<file path="config.mk">
export PLATFORM = sky130hd
export DESIGN_NAME = spi_adc_sampler
export DESIGN_NICKNAME = d
export VERILOG_FILES = /design/src/rtl/spi_adc_sampler.sv
export SDC_FILE = /design/constraint.sdc
export NUM_CORES = 1
export LEC_CHECK = 0
export CAP_MARGIN = 20
export CORE_AREA = 2 2 83 85
export CTS_CLUSTER_DIAMETER = 30
export CTS_CLUSTER_SIZE = 16
export DETAILED_ROUTE_END_ITERATION = 8
export DIE_AREA = 0 0 85 87
export HOLD_SLACK_MARGIN = 0.15
export SYNTH_ARGS = -nofsm -noshare
export SYNTH_HDL_FRONTEND = slang
export SYNTH_SLANG_ARGS = --single-unit
</file>
<file path="constraint.sdc">
create_clock -name clk -period 1.8 [get_ports clk]
set_input_delay 0.18 -clock clk [delete_from_list [all_inputs] [get_ports clk]]
set_output_delay 0.18 -clock clk [all_outputs]
set_load 0.1 [all_outputs]
</file>
<file path="src/rtl/spi_adc_sampler.sv">
// rtl/spi_adc_sampler.sv - SPI master for a 12-bit serial ADC, emits signed samples at a fixed rate
// Optional: define SAMPLE_AVG4_EN to emit the average of every four valid frames.
module spi_adc_sampler #(
  parameter int CLK_DIV       = 4,
  parameter int SAMPLE_PERIOD = 1000
) (
  input  logic        clk,
  input  logic        rst_n,
  input  logic        enable,
  input  logic        miso,
  output logic        sclk,
  output logic        cs_n,
  output logic        sample_valid,
  output logic [11:0] value,
  output logic        busy,
  output logic        frame_err
);
  localparam int DIV_W = (CLK_DIV > 1) ? $clog2(CLK_DIV) : 1;
  localparam int PER_W = (SAMPLE_PERIOD > 1) ? $clog2(SAMPLE_PERIOD) : 1;
  localparam logic [DIV_W-1:0] DIV_LAST = DIV_W'(CLK_DIV - 1);
  localparam logic [PER_W-1:0] PER_LAST = PER_W'(SAMPLE_PERIOD - 1);

  typedef enum logic [1:0] {IDLE, SETUP, SHIFT, DONE} state_t;

  state_t           state, state_nx;
  logic [DIV_W-1:0] div_cnt;
  logic [PER_W-1:0] per_cnt;
  logic             half_hi;
  logic [3:0]       bit_cnt;
  logic [15:0]      shift;
  logic             tick, div_last, frame_end, frame_ok;

  // Offset-binary to two's complement is just an MSB flip.
  function automatic logic [11:0] convert(input logic [11:0] raw);
    return {~raw[11], raw[10:0]};
  endfunction

  assign tick      = enable && (per_cnt == PER_LAST);
  assign div_last  = (div_cnt == DIV_LAST);
  assign frame_end = (state == SHIFT) && half_hi && div_last && (bit_cnt == 4'd15);
  assign frame_ok  = (shift[15:12] == 4'd0);

  always_ff @(posedge clk or negedge rst_n) begin
    if (!rst_n) begin
      per_cnt <= '0;
    end else if (!enable || per_cnt == PER_LAST) begin
      per_cnt <= '0;
    end else begin
      per_cnt <= per_cnt + PER_W'(1);
    end
  end

  always_ff @(posedge clk or negedge rst_n) begin
    if (!rst_n) begin
      state <= IDLE;
    end else begin
      state <= state_nx;
    end
  end

  always_comb begin
    state_nx = state;
    cs_n     = 1'b1;
    sclk     = 1'b1;
    case (state)
      IDLE:  if (tick) state_nx = SETUP;
      SETUP: begin
        cs_n = 1'b0;
        if (div_last) state_nx = SHIFT;
      end
      SHIFT: begin
        cs_n = 1'b0;
        sclk = half_hi;
        if (frame_end) state_nx = DONE;
      end
      DONE:    state_nx = IDLE;
      default: state_nx = IDLE;
    endcase
  end

  assign busy = ~cs_n;

  // miso is sampled on the edge that ends a low phase, i.e. the one raising sclk.
  always_ff @(posedge clk or negedge rst_n) begin
    if (!rst_n) begin
      div_cnt <= '0;
      half_hi <= 1'b0;
      bit_cnt <= '0;
      shift   <= '0;
    end else begin
      if ((state == SETUP || state == SHIFT) && !div_last) begin
        div_cnt <= div_cnt + DIV_W'(1);
      end else begin
        div_cnt <= '0;
      end
      if (state != SHIFT) begin
        half_hi <= 1'b0;
        bit_cnt <= '0;
      end else if (div_last) begin
        half_hi <= ~half_hi;
        if (half_hi) begin
          bit_cnt <= bit_cnt + 4'd1;
        end else begin
          shift <= {shift[14:0], miso};
        end
      end
    end
  end

`ifdef SAMPLE_AVG4_EN
  logic [13:0] acc, acc_sum;
  logic [1:0]  avg_cnt;

  assign acc_sum = acc + {2'b00, shift[11:0]};
`endif

  // Results register on the SHIFT->DONE edge so the pulse coincides with the DONE cycle.
  always_ff @(posedge clk or negedge rst_n) begin
    if (!rst_n) begin
      sample_valid <= 1'b0;
      frame_err    <= 1'b0;
      value        <= '0;
`ifdef SAMPLE_AVG4_EN
      acc          <= '0;
      avg_cnt      <= '0;
`endif
    end else begin
      sample_valid <= 1'b0;
      frame_err    <= 1'b0;
      if (frame_end) begin
        if (!frame_ok) begin
          frame_err <= 1'b1;
`ifdef SAMPLE_AVG4_EN
          acc       <= '0;
          avg_cnt   <= '0;
`endif
        end else begin
`ifdef SAMPLE_AVG4_EN
          if (avg_cnt == 2'd3) begin
            value        <= convert(acc_sum[13:2]);
            sample_valid <= 1'b1;
            acc          <= '0;
            avg_cnt      <= '0;
          end else begin
            acc     <= acc_sum;
            avg_cnt <= avg_cnt + 2'd1;
          end
`else
          value        <= convert(shift[11:0]);
          sample_valid <= 1'b1;
`endif
        end
      end
    end
  end

endmodule

</file>
==> impl_metrics.yaml <==
worst_setup_path:
  critPathTopFamily: "simple AND/OR/NAND/NOR gates"
  path_max_fanout: 14
  path_buf_inv: 1
  cp_cell_sequence: "inv_1 -> ha_1 -> and4_1 -> nand4_4 -> mux2_4"
  arrival_ns: 1.86
  worstPathRequired_ns: 1.99
  ff2ff_path_depth: 5
  crit_cells: 5
  cp_slowest_stage_delay_ns: 0.39
  crit_path_end_kind: "flip-flop"
  worstSetupPathType: "reg -> reg"
  crit_slowest_cell: "mux2_4"
  critPathLaunchType: "flip-flop"
cts:
  clk_path_buf_depth: 2
  numCtsBuffers: 5
  clock_sinks: 49
  cts_root_buf: "clkbuf_8"
  clk_pin_slew_ns: 0.09
  post_cts_resized: 0
  post_cts_buffers: 0
  cts_tree: "yes"
  htree_levels: 2
  clk_latency_ns: 0.30
floorplan:
  rows: 30
  core_um2: 6569
  io_pins: 21
  die_h_um: 87
  start_util_pct: 32.32
  die_w_um: 85
  die_area_um2: 7395
synth:
  syn_area_um2: 2123
  synth-main-ff-cell: "dfrtp_1"
  ys_seq_area_share_pct: 57.75
  synthCells: 160
  syn_nets: 170
  synth-seq-cells: 49
  avgSynthCellArea_um2: 13.27
  synth_edf_count: 0
  synth.distinct_cells: 33
  ys_warn_count: 0
  synth-async-reset-ratio_pct: 100.0
global_route:
  grt_pass1_wl_mm: 5.858
  grt_remaining_overflow: 0
  first_global_vias: 1228
  grt_max_degree: 50
  antenna_found_initial: 0
  track_usage_pct: 10.05
placement:
  io_buffers: 20
  postPlaceCellArea_um2: 2456
  place_ws_ns: 0.1071
  dp_cells: 263
  dp_hpwl_mm: 2.259
  place.gp.congestion: 0.7373
timing:
  max_freq_mhz: 598.2
  slew_viol_final: 0
  fin_crit_sh_pct: 92.87
  setup_tns_ns: 0
  min_period_ns: 1.672
  hold_viol: 0
  skew_ns: 0.009631
  worst_slew_pin_slew_ns: 0.6093
  whs_ns: 0.4415
  setup_viol: 0
  rsz0062_at_grt: "no"
  max_slew_margin_pct: 59.38
  setup_ws_ns: 0.1284
layout:
  fillers: 596
  area_growth_pct: 21.39
  layout_commonest_cell: "dfrtp_1"
  finalNonFillerCells: 272
  final_util_pct: 39.24
  num_antenna_cells: 0
  layout_common_cells: "dfrtp_1, buf_4, mux2_2, nor2_1"
  drive_above_1_share_pct: 33.85
  layout.nets: 201
  final_area_um2: 2577
outcome:
  status: "finished, final reports clean"
route:
  top_layer: "met4"
  vias: 1223
  wl_met2_mm: 1.409
  postRouteAntennaNets: 0
  vias_per_cell: 4.496
  totalWireLength_mm: 3.332
  drt-initial-drc-count: 50
  wl_met3_um: 135
  drc: 0
  wl_per_cell_um: 12.25
  drtPass1Iterations: 4
  wirelength_met1_mm: 1.726
pwr:
  peakVddDrop_uv: 393.6
  p_leak_nw: 1.276
  power.density_nw_per_um2: 753.7
  power_mw: 1.943
hold_path:
  hold_class: "reg -> reg"
  holdPathStages: 1
run:
  maxCapViolations: 0
[power breakdown]
| part | switching, mW | internal, mW | leakage, nW |
|---|---|---|---|
| Sequential | 0.00698 | 1.11 | 0.680 |
| Clock | 0.363 | 0.417 | 0.0554 |
| Combinational | 0.0318 | 0.0172 | 0.541 |
[worst reg2reg max path, stage by stage (launching register included)]
cell and delay, ns:
dfrtp_1 0.38, inv_1 0.08, ha_1 0.18, and4_1 0.24, nand4_4 0.30, mux2_4 0.40
[flip-flops by register name (all words and copies together) (netlist names)]
signal	count
shift	16
value	12
per_cnt	10
bit_cnt	4
div_cnt	2
state	2
frame_err	1
half_hi	1
sample_valid	1
[synthesized netlist by cell type, types with 2 or more instances]
cell type	number	share of area, %
dfrtp_1	49	58
or3_1	2	0.59
ha_1	6	3.5
nor2_1	10	1.8
a21oi_1	2	0.47
buf_2	2	0.47
xor2_1	4	1.6
nand3_1	7	1.6
nand4_1	3	0.88
nor3b_1	2	0.71
o21ai_0	3	0.71
nor3_1	3	0.71
inv_1	7	1.2
mux2_2	20	11
mux2_4	7	4.9
a21boi_0	2	0.71
xnor2_1	6	2.5
and2_1	4	1.2
nand2_1	7	1.2
[routing by layer]
layer	vias up	track usage, %
li1	613	-
met4	0	4.329
met5	-	0
met3	7	2.844
met2	21	14.20
met1	582	14.36
[area by class of cell]
class | count | area, um^2 | area share (%)
Clock buffer | 6 | 72.57 | 2.816
Clock inverter | 2 | 38.79 | 1.505
Inverter | 7 | 30.03 | 1.165
Multi-Input combinational cell | 99 | 849.6 | 32.96
Sequential cell | 49 | 1226 | 47.57
Tap cell | 80 | 100.1 | 3.883
Timing Repair Buffer | 29 | 260.3 | 10.10
[kinds of logic (layout without fill, tap and decap cells)]
family,count (synthesis),count (layout),synth area share [%]
flip-flops,49,49,57.75
AND/OR/NAND/NOR,45,45,12.38
multiplexers,28,28,16.03
buffers and inverters,12,44,2.829
AO/OA/AOI/OAI,10,10,3.359
XOR/XNOR,10,10,4.125
adder cells (fa/ha/maj),6,6,3.536
[timing repair]
action / in CTS / in global routing
hold buffers: 1 / 0
endpoints found under the hold margin: 49 / 0
setup endpoints to repair: 0 / 0
[final timing paths]
kind | start | end | slack (ns)
min | div_cnt[0] | div_cnt[0] | 0.44
max in group asynchronous | rst_n | per_cnt[9] | 0.88
min reg2reg | div_cnt[0] | div_cnt[0] | 0.44
max | state[0] | value[6] | 0.13
min in group asynchronous | rst_n | shift[2] | 0.51
max reg2reg | state[0] | value[6] | 0.13
(Power assumes the default switching activity.)
